===== src/rtl/exc_ctrl_pkg.sv =====
// Shared CP0 exception definitions: cause codes, CP0 register addresses and
// field positions, and the fixed cause-priority selector.
package exc_ctrl_pkg;

    localparam int EXC_TYPE_BUS = 4;

    typedef enum logic [EXC_TYPE_BUS-1:0] {
        EXC_NONE = 4'd0,
        EXC_INT  = 4'd1,
        EXC_IF   = 4'd2,
        EXC_ADEL = 4'd3,
        EXC_RI   = 4'd4,
        EXC_OV   = 4'd5,
        EXC_BP   = 4'd6,
        EXC_SYS  = 4'd7,
        EXC_ADES = 4'd8,
        EXC_ERET = 4'd9
    } exc_type_e;

    localparam logic [4:0] CP0_ADDR_STATUS = 5'd12;
    localparam logic [4:0] CP0_ADDR_CAUSE  = 5'd13;
    localparam logic [4:0] CP0_ADDR_EPC    = 5'd14;

    localparam int STATUS_IE    = 0;
    localparam int STATUS_EXL   = 1;
    localparam int STATUS_IM_LO = 8;
    localparam int STATUS_IM_HI = 15;
    localparam int CAUSE_IP_LO  = 8;
    localparam int CAUSE_IP_HI  = 9;

    // Software-writable fields; everything else keeps the CP0 value.
    localparam logic [31:0] STATUS_WMASK = 32'h0040_FF03;
    localparam logic [31:0] CAUSE_WMASK  = 32'h0000_0300;

    typedef enum logic {
        ST_IDLE  = 1'b0,
        ST_FLUSH = 1'b1
    } state_e;

    function automatic exc_type_e pick_exc(
        input logic irq, input logic f_if, input logic f_ri, input logic f_ov,
        input logic f_bp, input logic f_sys, input logic f_adel,
        input logic f_ades, input logic f_eret
    );
        if (irq)         return EXC_INT;
        else if (f_if)   return EXC_IF;
        else if (f_ri)   return EXC_RI;
        else if (f_ov)   return EXC_OV;
        else if (f_bp)   return EXC_BP;
        else if (f_sys)  return EXC_SYS;
        else if (f_adel) return EXC_ADEL;
        else if (f_ades) return EXC_ADES;
        else if (f_eret) return EXC_ERET;
        return EXC_NONE;
    endfunction

endpackage


===== src/rtl/exc_ctrl_int_sync.sv =====
// N-stage flop synchroniser for the external interrupt lines.
module int_sync #(
    parameter int N = 2,
    parameter int W = 6
) (
    input  logic         clk,
    input  logic         rst,
    input  logic [W-1:0] d,
    output logic [W-1:0] q
);

    logic [N-1:0][W-1:0] sr;

    always_ff @(posedge clk or negedge rst) begin
        if (!rst) begin
            sr <= '0;
        end else begin
            // NOTE: non-blocking so every stage samples its predecessor's old value.
            sr <= {sr[N-2:0], d};
        end
    end

    assign q = sr[N-1];

endmodule


===== src/rtl/exc_ctrl.sv =====
// Exception arbitration between MEM and CP0: picks the highest-priority cause
// and issues a one-cycle registered event, flush and redirect PC.
module exc_ctrl
    import exc_ctrl_pkg::*;
#(
    parameter logic [31:0] EXC_VECTOR  = 32'hBFC0_0380,
    parameter int          SYNC_STAGES = 2
) (
    input  logic        clk,
    input  logic        rst,
    input  logic [5:0]  interrupt_i,
    input  logic        mem_valid,
    input  logic        stall_i,
    input  logic [31:0] mem_pc,
    input  logic        mem_delayslot,
    input  logic        mem_exc_if,
    input  logic        mem_exc_ri,
    input  logic        mem_exc_ov,
    input  logic        mem_exc_bp,
    input  logic        mem_exc_sys,
    input  logic        mem_exc_adel,
    input  logic        mem_exc_ades,
    input  logic        mem_eret,
    input  logic [31:0] mem_badvaddr,
    input  logic [31:0] cp0_status,
    input  logic [31:0] cp0_cause,
    input  logic [31:0] cp0_epc,
    input  logic        cp0_write_en,
    input  logic [4:0]  cp0_write_addr,
    input  logic [31:0] cp0_write_data,
    output logic [3:0]  exception_type,
    output logic        delayslot_flag,
    output logic [31:0] current_pc_addr,
    output logic [31:0] badvaddr_o,
    output logic [5:0]  interrupt_o,
    output logic        flush_o,
    output logic [31:0] exc_pc_o
);

    int_sync #(.N(SYNC_STAGES), .W(6)) u_int_sync (
        .clk (clk),
        .rst (rst),
        .d   (interrupt_i),
        .q   (interrupt_o)
    );

    // CP0 view including a write landing in the same cycle.
    logic [31:0] eff_status, eff_cause, eff_epc;

    always_comb begin
        eff_status = cp0_status;
        eff_cause  = cp0_cause;
        eff_epc    = cp0_epc;
        if (cp0_write_en) begin
            case (cp0_write_addr)
                CP0_ADDR_STATUS: eff_status = (cp0_status & ~STATUS_WMASK) | (cp0_write_data & STATUS_WMASK);
                CP0_ADDR_CAUSE:  eff_cause  = (cp0_cause  & ~CAUSE_WMASK)  | (cp0_write_data & CAUSE_WMASK);
                CP0_ADDR_EPC:    eff_epc    = cp0_write_data;
                default: ;
            endcase
        end
    end

    logic      int_pending;
    exc_type_e cand;

    assign int_pending = eff_status[STATUS_IE] && !eff_status[STATUS_EXL] &&
        |(eff_status[STATUS_IM_HI:STATUS_IM_LO] & {interrupt_o, eff_cause[CAUSE_IP_HI:CAUSE_IP_LO]});

    assign cand = pick_exc(int_pending, mem_exc_if, mem_exc_ri, mem_exc_ov, mem_exc_bp,
                           mem_exc_sys, mem_exc_adel, mem_exc_ades, mem_eret);

    logic unused_bits;
    assign unused_bits = ^{eff_status[31:16], eff_status[7:2], eff_cause[31:10], eff_cause[7:0]};

    state_e      state, state_n;
    exc_type_e   type_n;
    logic        dly_n, flush_n;
    logic [31:0] pc_n, bad_n, excpc_n;

    always_comb begin
        state_n = state;
        type_n  = EXC_NONE;
        flush_n = 1'b0;
        dly_n   = delayslot_flag;
        pc_n    = current_pc_addr;
        bad_n   = badvaddr_o;
        excpc_n = exc_pc_o;
        case (state)
            ST_IDLE: begin
                if (mem_valid && !stall_i && cand != EXC_NONE) begin
                    state_n = ST_FLUSH;
                    type_n  = cand;
                    flush_n = 1'b1;
                    dly_n   = mem_delayslot;
                    pc_n    = mem_pc;
                    if (cand == EXC_IF)
                        bad_n = mem_pc;
                    else if (cand == EXC_ADEL || cand == EXC_ADES)
                        bad_n = mem_badvaddr;
                    excpc_n = (cand == EXC_ERET) ? eff_epc : EXC_VECTOR;
                end
            end
            // The MEM instruction seen here is wrong-path; it is dropped.
            ST_FLUSH: state_n = ST_IDLE;
            default:  state_n = ST_IDLE;
        endcase
    end

    always_ff @(posedge clk or negedge rst) begin
        if (!rst) begin
            state           <= ST_IDLE;
            exception_type  <= EXC_NONE;
            flush_o         <= 1'b0;
            delayslot_flag  <= 1'b0;
            current_pc_addr <= '0;
            badvaddr_o      <= '0;
            exc_pc_o        <= '0;
        end else begin
            state           <= state_n;
            exception_type  <= type_n;
            flush_o         <= flush_n;
            delayslot_flag  <= dly_n;
            current_pc_addr <= pc_n;
            badvaddr_o      <= bad_n;
            exc_pc_o        <= excpc_n;
        end
    end

endmodule


===== config.mk =====
export PLATFORM = sky130hd
export DESIGN_NAME = exc_ctrl
export DESIGN_NICKNAME = d
export VERILOG_FILES = /design/src/rtl/exc_ctrl_pkg.sv /design/src/rtl/exc_ctrl_int_sync.sv /design/src/rtl/exc_ctrl.sv
export SDC_FILE = /design/constraint.sdc
export NUM_CORES = 1
export LEC_CHECK = 0
export ABC_AREA = 0
export BUFFER_PORTS_ARGS = -buffer_cell sky130_fd_sc_hd__buf_2
export CORE_AREA = 3 3 124 126
export DETAILED_ROUTE_END_ITERATION = 8
export DIE_AREA = 0 0 127 129
export MAX_ROUTING_LAYER = met4
export PLACE_DENSITY_LB_ADDON = 0.2
export SYNTH_ARGS = -nofsm -noshare
export SYNTH_HDL_FRONTEND = slang
export SYNTH_HIERARCHICAL = 1
export SYNTH_SLANG_ARGS = --single-unit

===== constraint.sdc =====
create_clock -name clk -period 2.6 [get_ports clk]
set_input_delay 0.13 -clock clk [delete_from_list [all_inputs] [get_ports clk]]
set_output_delay 0.13 -clock clk [all_outputs]
set_load 0.02 [all_outputs]

Word level (Yosys, flattened, before mapping)

Index checks and enable logic that the tools add are counted.
Widths: inputs -> output; s select.

Output and inout bits: 108
Bits in registers: 115
Input port bits: 217
Logic and storage cells: 65

Reductions and logical operators: 12
Mux-type cells: 33
Bitwise logic cells: 4
Equal/unequal tests: 7

Operators by type and width:

| cell               | number |
|---|---|
| $mux 32            | 5 |
| $mux 4             | 12 |
| $mux 16            | 2 |
| $mux 10            | 2 |
| $or 8x16->16       | 1 |
| $eq 5x4->1 const B | 3 |
| $mux 1             | 11 |
| $or 8x10->10       | 1 |
| $and 8x8->8        | 1 |
| $eq 4x2->1 const B | 2 |
| $eq 4x4->1 const B | 2 |
| $reduce_or 8->1    | 1 |
| $logic_and 1x1->1  | 4 |
| $reduce_bool 4->1  | 1 |
| $reduce_and 3->1   | 1 |
| $logic_not 1->1    | 2 |
| $pmux 1 s2         | 1 |
| $reduce_and 2->1   | 1 |
| $reduce_bool 2->1  | 1 |
| $logic_or 1x1->1   | 1 |
| $not 1->1          | 1 |

Longest topological paths before layout

Gate-level depths: netlist of the first run.

Depth in word-level cells: 14
Gate-level depth with buffers: 9
Mapped depth without buffers: 7

Modules after synthesis

Netlist of the first run, hierarchy kept.

By module, submodules not included:

| module   | area an instance (µm²) | seq. area each (µm²) | instances | cells an instance |
|---|---|---|---|---|
| exc_ctrl | 5,193.7                | 2,552.4              | 1         | 446 |
| int_sync | 345.3                  | 300.3                | 1         | 18 |

Worst setup path after synthesis of the first run

OpenSTA, ideal clock, no wires.

Path kind: input -> register
From: input port mem_exc_sys
To: register current_pc_addr[10]
Library setup time: 0.128 ns
Cell stages on the path: 8
Slack: 0.387 ns
Path buffers: 2
Arrival: 2.085 ns
Required time: 2.472 ns
Cells stage by stage: or4_1 nor4b_1 nand3_1 nand2_1 a31o_1 buf_4 buf_6 mux2_1

Longest elaborated chain between the ends: 10
Elaborated cells on any way between the ends: 16
Those cells by class: mux: 13; reduce/logical: 3

RTL lines:

| what                             | RTL line           | text |
|---|---|---|
| start: declaration               | exc_ctrl.sv:20     | `input logic mem_exc_sys,` |
| $mux 4 or $mux 1 (tied branches) | exc_ctrl_pkg.sv:50 | `else if (f_sys) return EXC_SYS;` |
| $mux 4 or $mux 1 (tied branches) | exc_ctrl_pkg.sv:49 | `else if (f_bp) return EXC_BP;` |
| $mux 4 or $mux 1 (tied branches) | exc_ctrl_pkg.sv:48 | `else if (f_ov) return EXC_OV;` |
| $mux 4 or $mux 1 (tied branches) | exc_ctrl_pkg.sv:47 | `else if (f_ri) return EXC_RI;` |
| $mux 4 or $mux 1 (tied branches) | exc_ctrl_pkg.sv:46 | `else if (f_if) return EXC_IF;` |
| $mux 4 or $mux 1 (tied branches) | exc_ctrl_pkg.sv:45 | `if (irq) return EXC_INT;` |
| $mux 4 (*)                       | exc_ctrl_pkg.sv:54 | `return EXC_NONE;` |
| $reduce_bool 4->1 (*)            | exc_ctrl.sv:91     | `if (mem_valid && !stall_i && cand != EXC_NONE) begin` |
| $logic_and 1x1->1 (*)            | exc_ctrl.sv:91     |  |
| $reduce_and 2->1 (no line) (*)   | n/a                |  |
| end signal: assignment           | exc_ctrl.sv:124    | `current_pc_addr <= pc_n;` |
| end: declaration                 | exc_ctrl.sv:33     | `output logic [31:0] current_pc_addr,` |

Mark *: on every way between the ends. The rest lies on a longest branch, timed or not.
A chain may end at the register's enable or synchronous reset.

Worst setup path after layout of the first run

From: input port cp0_write_addr[4]
To: register exc_pc_o[18]

Longest elaborated chain between the ends: 11
Elaborated cells on any way between the ends: 22
Those cells by class: eq/ne: 4; mux: 10; bitwise: 1; reduce/logical: 7

RTL lines:

| what                                                 | RTL line                       | text |
|---|---|---|
| start: declaration                                   | exc_ctrl.sv:29                 | `input logic [4:0] cp0_write_addr,` |
| $eq 5x4->1                                           | exc_ctrl.sv:55                 | `case (cp0_write_addr)` |
| $mux 16 or $mux 10 (tied branches)                   | exc_ctrl.sv:55                 |  |
| $mux 16 or $mux 10 (tied branches)                   | exc_ctrl.sv:54                 | `if (cp0_write_en) begin` |
| $and 8x8->8 or $logic_not 1->1 (tied branches)       | exc_ctrl.sv:68, exc_ctrl.sv:67 |  |
| $reduce_or 8->1 or $logic_and 1x1->1 (tied branches) | exc_ctrl.sv:68, exc_ctrl.sv:67 |  |
| $logic_and 1x1->1                                    | exc_ctrl.sv:67                 | `assign int_pending = eff_status[STATUS_IE] && !eff_status[STATUS_EXL] &&` |
| $mux 4 or $mux 1 (tied branches)                     | exc_ctrl_pkg.sv:45             |  |
| $mux 4                                               | exc_ctrl_pkg.sv:54             |  |
| $reduce_bool 4->1                                    | exc_ctrl.sv:91                 |  |
| $logic_and 1x1->1                                    | exc_ctrl.sv:91                 |  |
| $reduce_and 2->1 (no line)                           | n/a                            |  |
| end signal: assignment                               | exc_ctrl.sv:126                | `exc_pc_o <= excpc_n;` |
| end: declaration                                     | exc_ctrl.sv:37                 | `output logic [31:0] exc_pc_o` |

Parallel ways exist; a longest one is shown, timed or not.

==> results.toml, run 1 <==
[yosys]
syn_area_um2 = 5539
yosys_warnings = 6
synth_area_leaders = "dfrtp_1 52%, mux2_1 6.5%, mux2_2 6.5%"
synth_top_area_share = 0.5150
synth_area_per_cell_um2 = 11.94
synth_cells = 464
synth-edff-count = 0
synth_nets = 681
synth_common_cells = "114 x dfrtp_1, 33 x a21oi_1"
synth.most_common_cell = "dfrtp_1"
synth-async-reset-ratio = 1.000
ys_ff_latch = 114
synth_area_leader_cell = "dfrtp_1"
synthFlopType = "dfrtp_1"
yosysUniqueCellTypes = 45
seq_area_frac_synth = 0.5150

[global_routing]
grt_max_degree = 57
met2_usage = 0.3428
grt-ovfl-total = 0
grt_pass1_wl_um = 26610
grt_util_met3 = 0.06351
grt_pass1_vias = 5214
antenna_found_initial = 2
use_met1 = 0.2426
gr-usage-all-layers = 0.2105
gr-max-usage-layer = "met2"

[sta]
fin_ws_ps = 610.0
period_needed_ps = 1990
tightest_slew_ps = 775.2
max_freq_mhz = 502.5
finalHoldViolations = 0
min_period_over_period = 0.7654
setup_tns_ps = 0
slew_viol_final = 0
setup_viol = 0
skew_ps = 5.666
timing.hold.ws_ps = 41.52
rsz0062_at_grt = "false"
slew_headroom = 0.4832

[drt]
drc = 0
wl_um = 16850
antenna_left = 0
viasPerCell = 5.338
drt-pass1-iter-count = 4
drt_iter0_drc = 203
vias = 5135
routedWlPerCell_um = 17.52

[job]
max-cap-violations = 0

[critical_path]
path_max_fanout = 20
crit_end = "exc_pc_o[18]"
crit_required_ps = 2940
reg2regPathDepth = 7
critical_path_class = "input port to flop"
cp_top_family = "simple AND/OR/NAND/NOR gates"
cp.depth = 9
arrival_ps = 2330
crit_buf_inv = 3
crit_path_cell_trace = "buf_2 > nand4b_4 > nor3_4 > mux2i_1 > nor4_4 > buf_4 > a22o_2 > buf_4 > a32o_1"
end_kind = "flop"
cp-start-kind = "input port"
critPathSlowestCell = "nor4_4"
rrSetupSlack_ps = 620
reg2reg_to = "exc_pc_o[18]"
crit_top_cell = "buf_4"
reg2reg_from = "u_int_sync/q[3]"
critPathMaxStageDelay_ps = 420
crit_path_start = "cp0_write_addr[4]"

[pwr]
ir_drop_mv = 0.3577
leakage_nw = 3.624
p_per_area_nw_per_um2 = 691.8
power_mw = 5.592

[finish]
syn_to_final_growth_pct = 45.92
final_cells = 962
layout.nets = 979
drive_above_1_share = 0.4684
design_area_um2 = 8083
fin_util = 0.5604

[clock_tree]
path_clk_slew_ps = 60
cts_root_buf = "clkbuf_16"
cts_max_path_buffers = 2
clk_latency_ps = 410
cts.repair.resized = 0
cts_tree = "done"
clock_sinks = 114
numCtsBuffers = 17
htreeDepth = 4

[floorplan]
die_y_um = 129
coreArea_um2 = 14420
start_util = 0.3840
io_pins = 325
die_w_um = 127
rows = 44
fp.dieArea_um2 = 16380

[placed_design]
gp_congestion = 0.8027
post-dp-hpwl_um = 12000
dp.cells = 887
place_ws_ps = 166.4
placed_area_um2 = 7104
io_buffers = 272

[worst_hold_path]
worstHoldPathType = "input port to flop"

[status]
status = "finished clean"
[area by class of cell]
class                      instances  area (um2)
antenna                            3       7.507
clock buffer                      18       439.2
clock inverter                    14       131.4
fill                            1245        6341
inverter                           3       11.26
multi-input combinational        298        2451
sequential                       114        2853
tap                              184       230.2
timing repair buffer             328        1959
[repair_timing]
action	CTS	global route
endpoints found under the hold margin	74	0
hold buffers	40	0
buffers inserted	0	0
[tightest hold or removal path, stage by stage]
cell and delay, ps:
buf_2 110, nor3_1 50, nor2_1 80, nor3_1 50
[state kept, by name, indices dropped and copies added, names as in the netlist]
name,flops
u_int_sync/q,6
exc_pc_o,32
delayslot_flag,1
flush_o,1
badvaddr_o,32
exception_type,4
current_pc_addr,32
u_int_sync/sr,6
[power breakdown]
part / internal [mW] / total (mW) / switching, mW
Clock: 1.35 / 2.21 / 0.862
Sequential: 2.01 / 2.14 / 0.126
Combinational: 0.499 / 1.25 / 0.746
Total: 3.86 / 5.59 / 1.73
[layout by cell type, fill, tap and decap left out, types with 7 or more instances in the layout]
| cell type | netlist | final |
|---|---|---|
| buf_2 | 11 | 271 |
| dfrtp_1 | 114 | 114 |
| dlygate4sd3_1 | 0 | 40 |
| a21oi_1 | 33 | 33 |
| nor2b_1 | 32 | 32 |
| a2111oi_0 | 32 | 32 |
| a211oi_1 | 32 | 32 |
| mux2_2 | 32 | 32 |
| mux2_1 | 32 | 32 |
| a32o_1 | 20 | 20 |
| clkbuf_16 | 0 | 17 |
| nand2_1 | 16 | 16 |
| o32a_1 | 12 | 12 |
| buf_4 | 7 | 11 |
| nor2_1 | 8 | 7 |
[per-layer routing]
layer,routed length [um],part of all wire
met5,0,0
met1,6872,0.41
met3,1335,0.079
met2,8240,0.49
met4,401,0.024
[kinds of logic (layout without fill, tap and decap cells)]
group	Yosys count	after routing	synth area share
other	0	3	0
buffers and inverters	52	363	0.04653
AO/OA/AOI/OAI	144	144	0.2038
flip-flops	114	114	0.5150
AND/OR/NAND/NOR	84	84	0.09375
multiplexers	70	70	0.1410
[how the worst min path moves through the flow]
| stage | startpoint | endpoint | slack [ps] | cells after the start |
|---|---|---|---|---|
| floorplan | rst | badvaddr_o[0] | -170 | 0 |
| global placement | rst | current_pc_addr[26] | 130 | 1 |
| detailed placement | rst | current_pc_addr[26] | 140 | 1 |
| CTS | mem_exc_ri | exception_type[1] | 20 | 4 |
| global route | mem_exc_ri | exception_type[1] | 50 | 4 |
| finish | mem_exc_ri | exception_type[1] | 40 | 4 |
Note: power is estimated with default switching activity, not from simulation.
==> inputs of run 2 (changes only) <==
- ABC_AREA: 0 -> 1
- CORE_AREA: 3 3 124 126 -> 3 3 125 127
- DIE_AREA: 0 0 127 129 -> 0 0 128 130
- clock period: 2.6 -> 1.8 ns (I/O delays scaled with it)
==> results.toml, run 2 <==
[critical_path]
crit_required_ps = 2150
end_kind = "flop"
critical_path_class = "flop to flop"
path_max_fanout = 6
cp-start-kind = "flop"
arrival_ps = 2140

[sta]
finalHoldViolations = 0
slew_headroom = 0.6576
setup_viol = 0
period_needed_ps = 1791
max_freq_mhz = 558.5
setup_tns_ps = 0
tightest_slew_ps = 508.9
rsz0062_at_grt = "true"
timing.hold.ws_ps = 13.03
min_period_over_period = 0.9948
slew_viol_final = 0
skew_ps = 7.341
fin_ws_ps = 9.399

[global_routing]
gr-usage-all-layers = 0.2293
grt_max_degree = 58
grt_pass1_wl_um = 29080
grt_pass1_vias = 5857
grt-ovfl-total = 0
antenna_found_initial = 0

[clock_tree]
path_clk_slew_ps = 60
htreeDepth = 4
cts_tree = "done"
cts_max_path_buffers = 2
numCtsBuffers = 17
cts_root_buf = "clkbuf_16"
clock_sinks = 114
clk_latency_ps = 410

[yosys]
synth_common_cells = "312 x nand2_1, 114 x dfrtp_1, 48 x o21ai_0"
seq_area_frac_synth = 0.5177
synth_top_area_share = 0.5177
synth-async-reset-ratio = 1.000
synthFlopType = "dfrtp_1"
ys_ff_latch = 114
synth_area_leaders = "dfrtp_1 52%, nand2_1 21%, o21ai_0 4.4%"
synth.most_common_cell = "nand2_1"
synth_area_per_cell_um2 = 8.115
synth_cells = 679
yosys_warnings = 6
synth_area_leader_cell = "dfrtp_1"
syn_area_um2 = 5510
synth-edff-count = 0
yosysUniqueCellTypes = 34
synth_nets = 896

[drt]
drt_iter0_drc = 352
routedWlPerCell_um = 15.59
drc = 0
drt-pass1-iter-count = 5
antenna_left = 0
viasPerCell = 4.750
wl_um = 19360
vias = 5900

[pwr]
p_per_area_nw_per_um2 = 976.7
internal-power_mw = 6.130
switchingPower_mw = 2.610
ir_drop_mv = 0.5647
seqPwrFrac = 0.353
pwr-share-comb = 0.229
pwr-share-clk = 0.418
switching_share = 0.2987
leakage_nw = 4.923

[finish]
fin_util = 0.6157
drive_above_1_share = 0.4017
design_area_um2 = 8949
layout_commonest_cell = "nand2_1"
diodes = 0
syn_to_final_growth_pct = 62.40
final_cell_mix = "298 x nand2_1, 271 x buf_2, 114 x dfrtp_1, 63 x dlygate4sd3_1, 48 x o21ai_0"
layout.nets = 1262
reg_top3 = "badvaddr_o x32, current_pc_addr x32, exc_pc_o x32"

[status]
status = "finished clean"

[floorplan]
die_w_um = 128
coreArea_um2 = 14530
io_pins = 325
die_y_um = 130
start_util = 0.3791
rows = 44
fp.dieArea_um2 = 16640

[placed_design]
placed_area_um2 = 7264
io_buffers = 272
gp_congestion = 0.8791
place_ws_ps = -429.5
post-dp-hpwl_um = 12780

[job]
max-cap-violations = 0

[worst_hold_path]
worstHoldPathType = "input port to flop"
==> run 2: final timing paths <==
check,start,slack (ps),endpoint,cells after the start
setup / recovery,u_int_sync/q[2],9,badvaddr_o[2],14
hold / removal,mem_badvaddr[6],10,badvaddr_o[6],5
setup reg to reg,u_int_sync/q[2],9,badvaddr_o[2],14
hold reg to reg,u_int_sync/sr[1],350,u_int_sync/q[1],0
max in group asynchronous,rst,1250,current_pc_addr[8],3
min in group asynchronous,rst,40,exc_pc_o[5],2
==> run 2: what timing repair did <==
| item | 4_1_cts | 5_1_grt |
|---|---|---|
| endpoints found under the setup margin | 34 | 97 |
| hold endpoints to repair | 181 | 0 |
| gates resized for setup | 6 | 45 |
| gates cloned | 1 | 7 |
| hold buffers | 63 | 0 |
| buffers inserted | 3 | 1 |
| pin swaps | 2 | 16 |
==> run 2: final cells by class <==
class | count | area, um2
Fill cell | 1306 | 5585
Sequential cell | 114 | 2853
Timing Repair Buffer | 389 | 2641
Multi-Input combinational cell | 487 | 2442
Clock buffer | 20 | 466.7
Tap cell | 184 | 230.2
Clock inverter | 12 | 177.7
Inverter | 36 | 137.6
==> run 2: through the flow <==
stage | power (mW) | instances
finish | 8.740 | 1242
detailed placement | 4.915 | 1135
floorplan | 4.106 | 679
global route | 9.143 | 1242
CTS | 8.715 | 1234
global placement | 4.906 | 1135
==> run 2: worst max-delay path: stages (launching register included) <==
cell and delay [ps]:
dfrtp_1 370, nand3_1 80, nand2_1 70, nor2_2 110, nand2_2 80, nand2_4 90, buf_6 110, o21ai_2 60
nor2_2 110, nand2_2 90, a21oi_4 170, buf_12 150, clkbuf_16 150, nand2_2 50, nand2_1 50
==> run 2: cells by family after synthesis <==
logic type,after synthesis,synth area share
and+or+nand+nor,382,0.2861
DFF,114,0.5177
AOI/OAI and AO/OA,93,0.1040
buffers and inverters,79,0.07221
muxes,11,0.01998
==> run 2: per-layer routing <==
layer  track usage  wire (um)  vias up
met3       0.04544       1257       37
li1              -          -     2894
met2        0.3832       9627      242
met1        0.2724       7962     2727
met4       0.09488        514        0
met5             -          0        -
==> run 2: power by group through the flow <==
stage | registers (mW) | logic, mW | clock network (mW)
global placement | 3.12 | 1.79 | 0
floorplan | 3.52 | 0.590 | 0
CTS | 3.09 | 1.94 | 3.69
finish | 3.09 | 2.00 | 3.65
global route | 3.12 | 2.20 | 3.82
detailed placement | 3.11 | 1.80 | 0
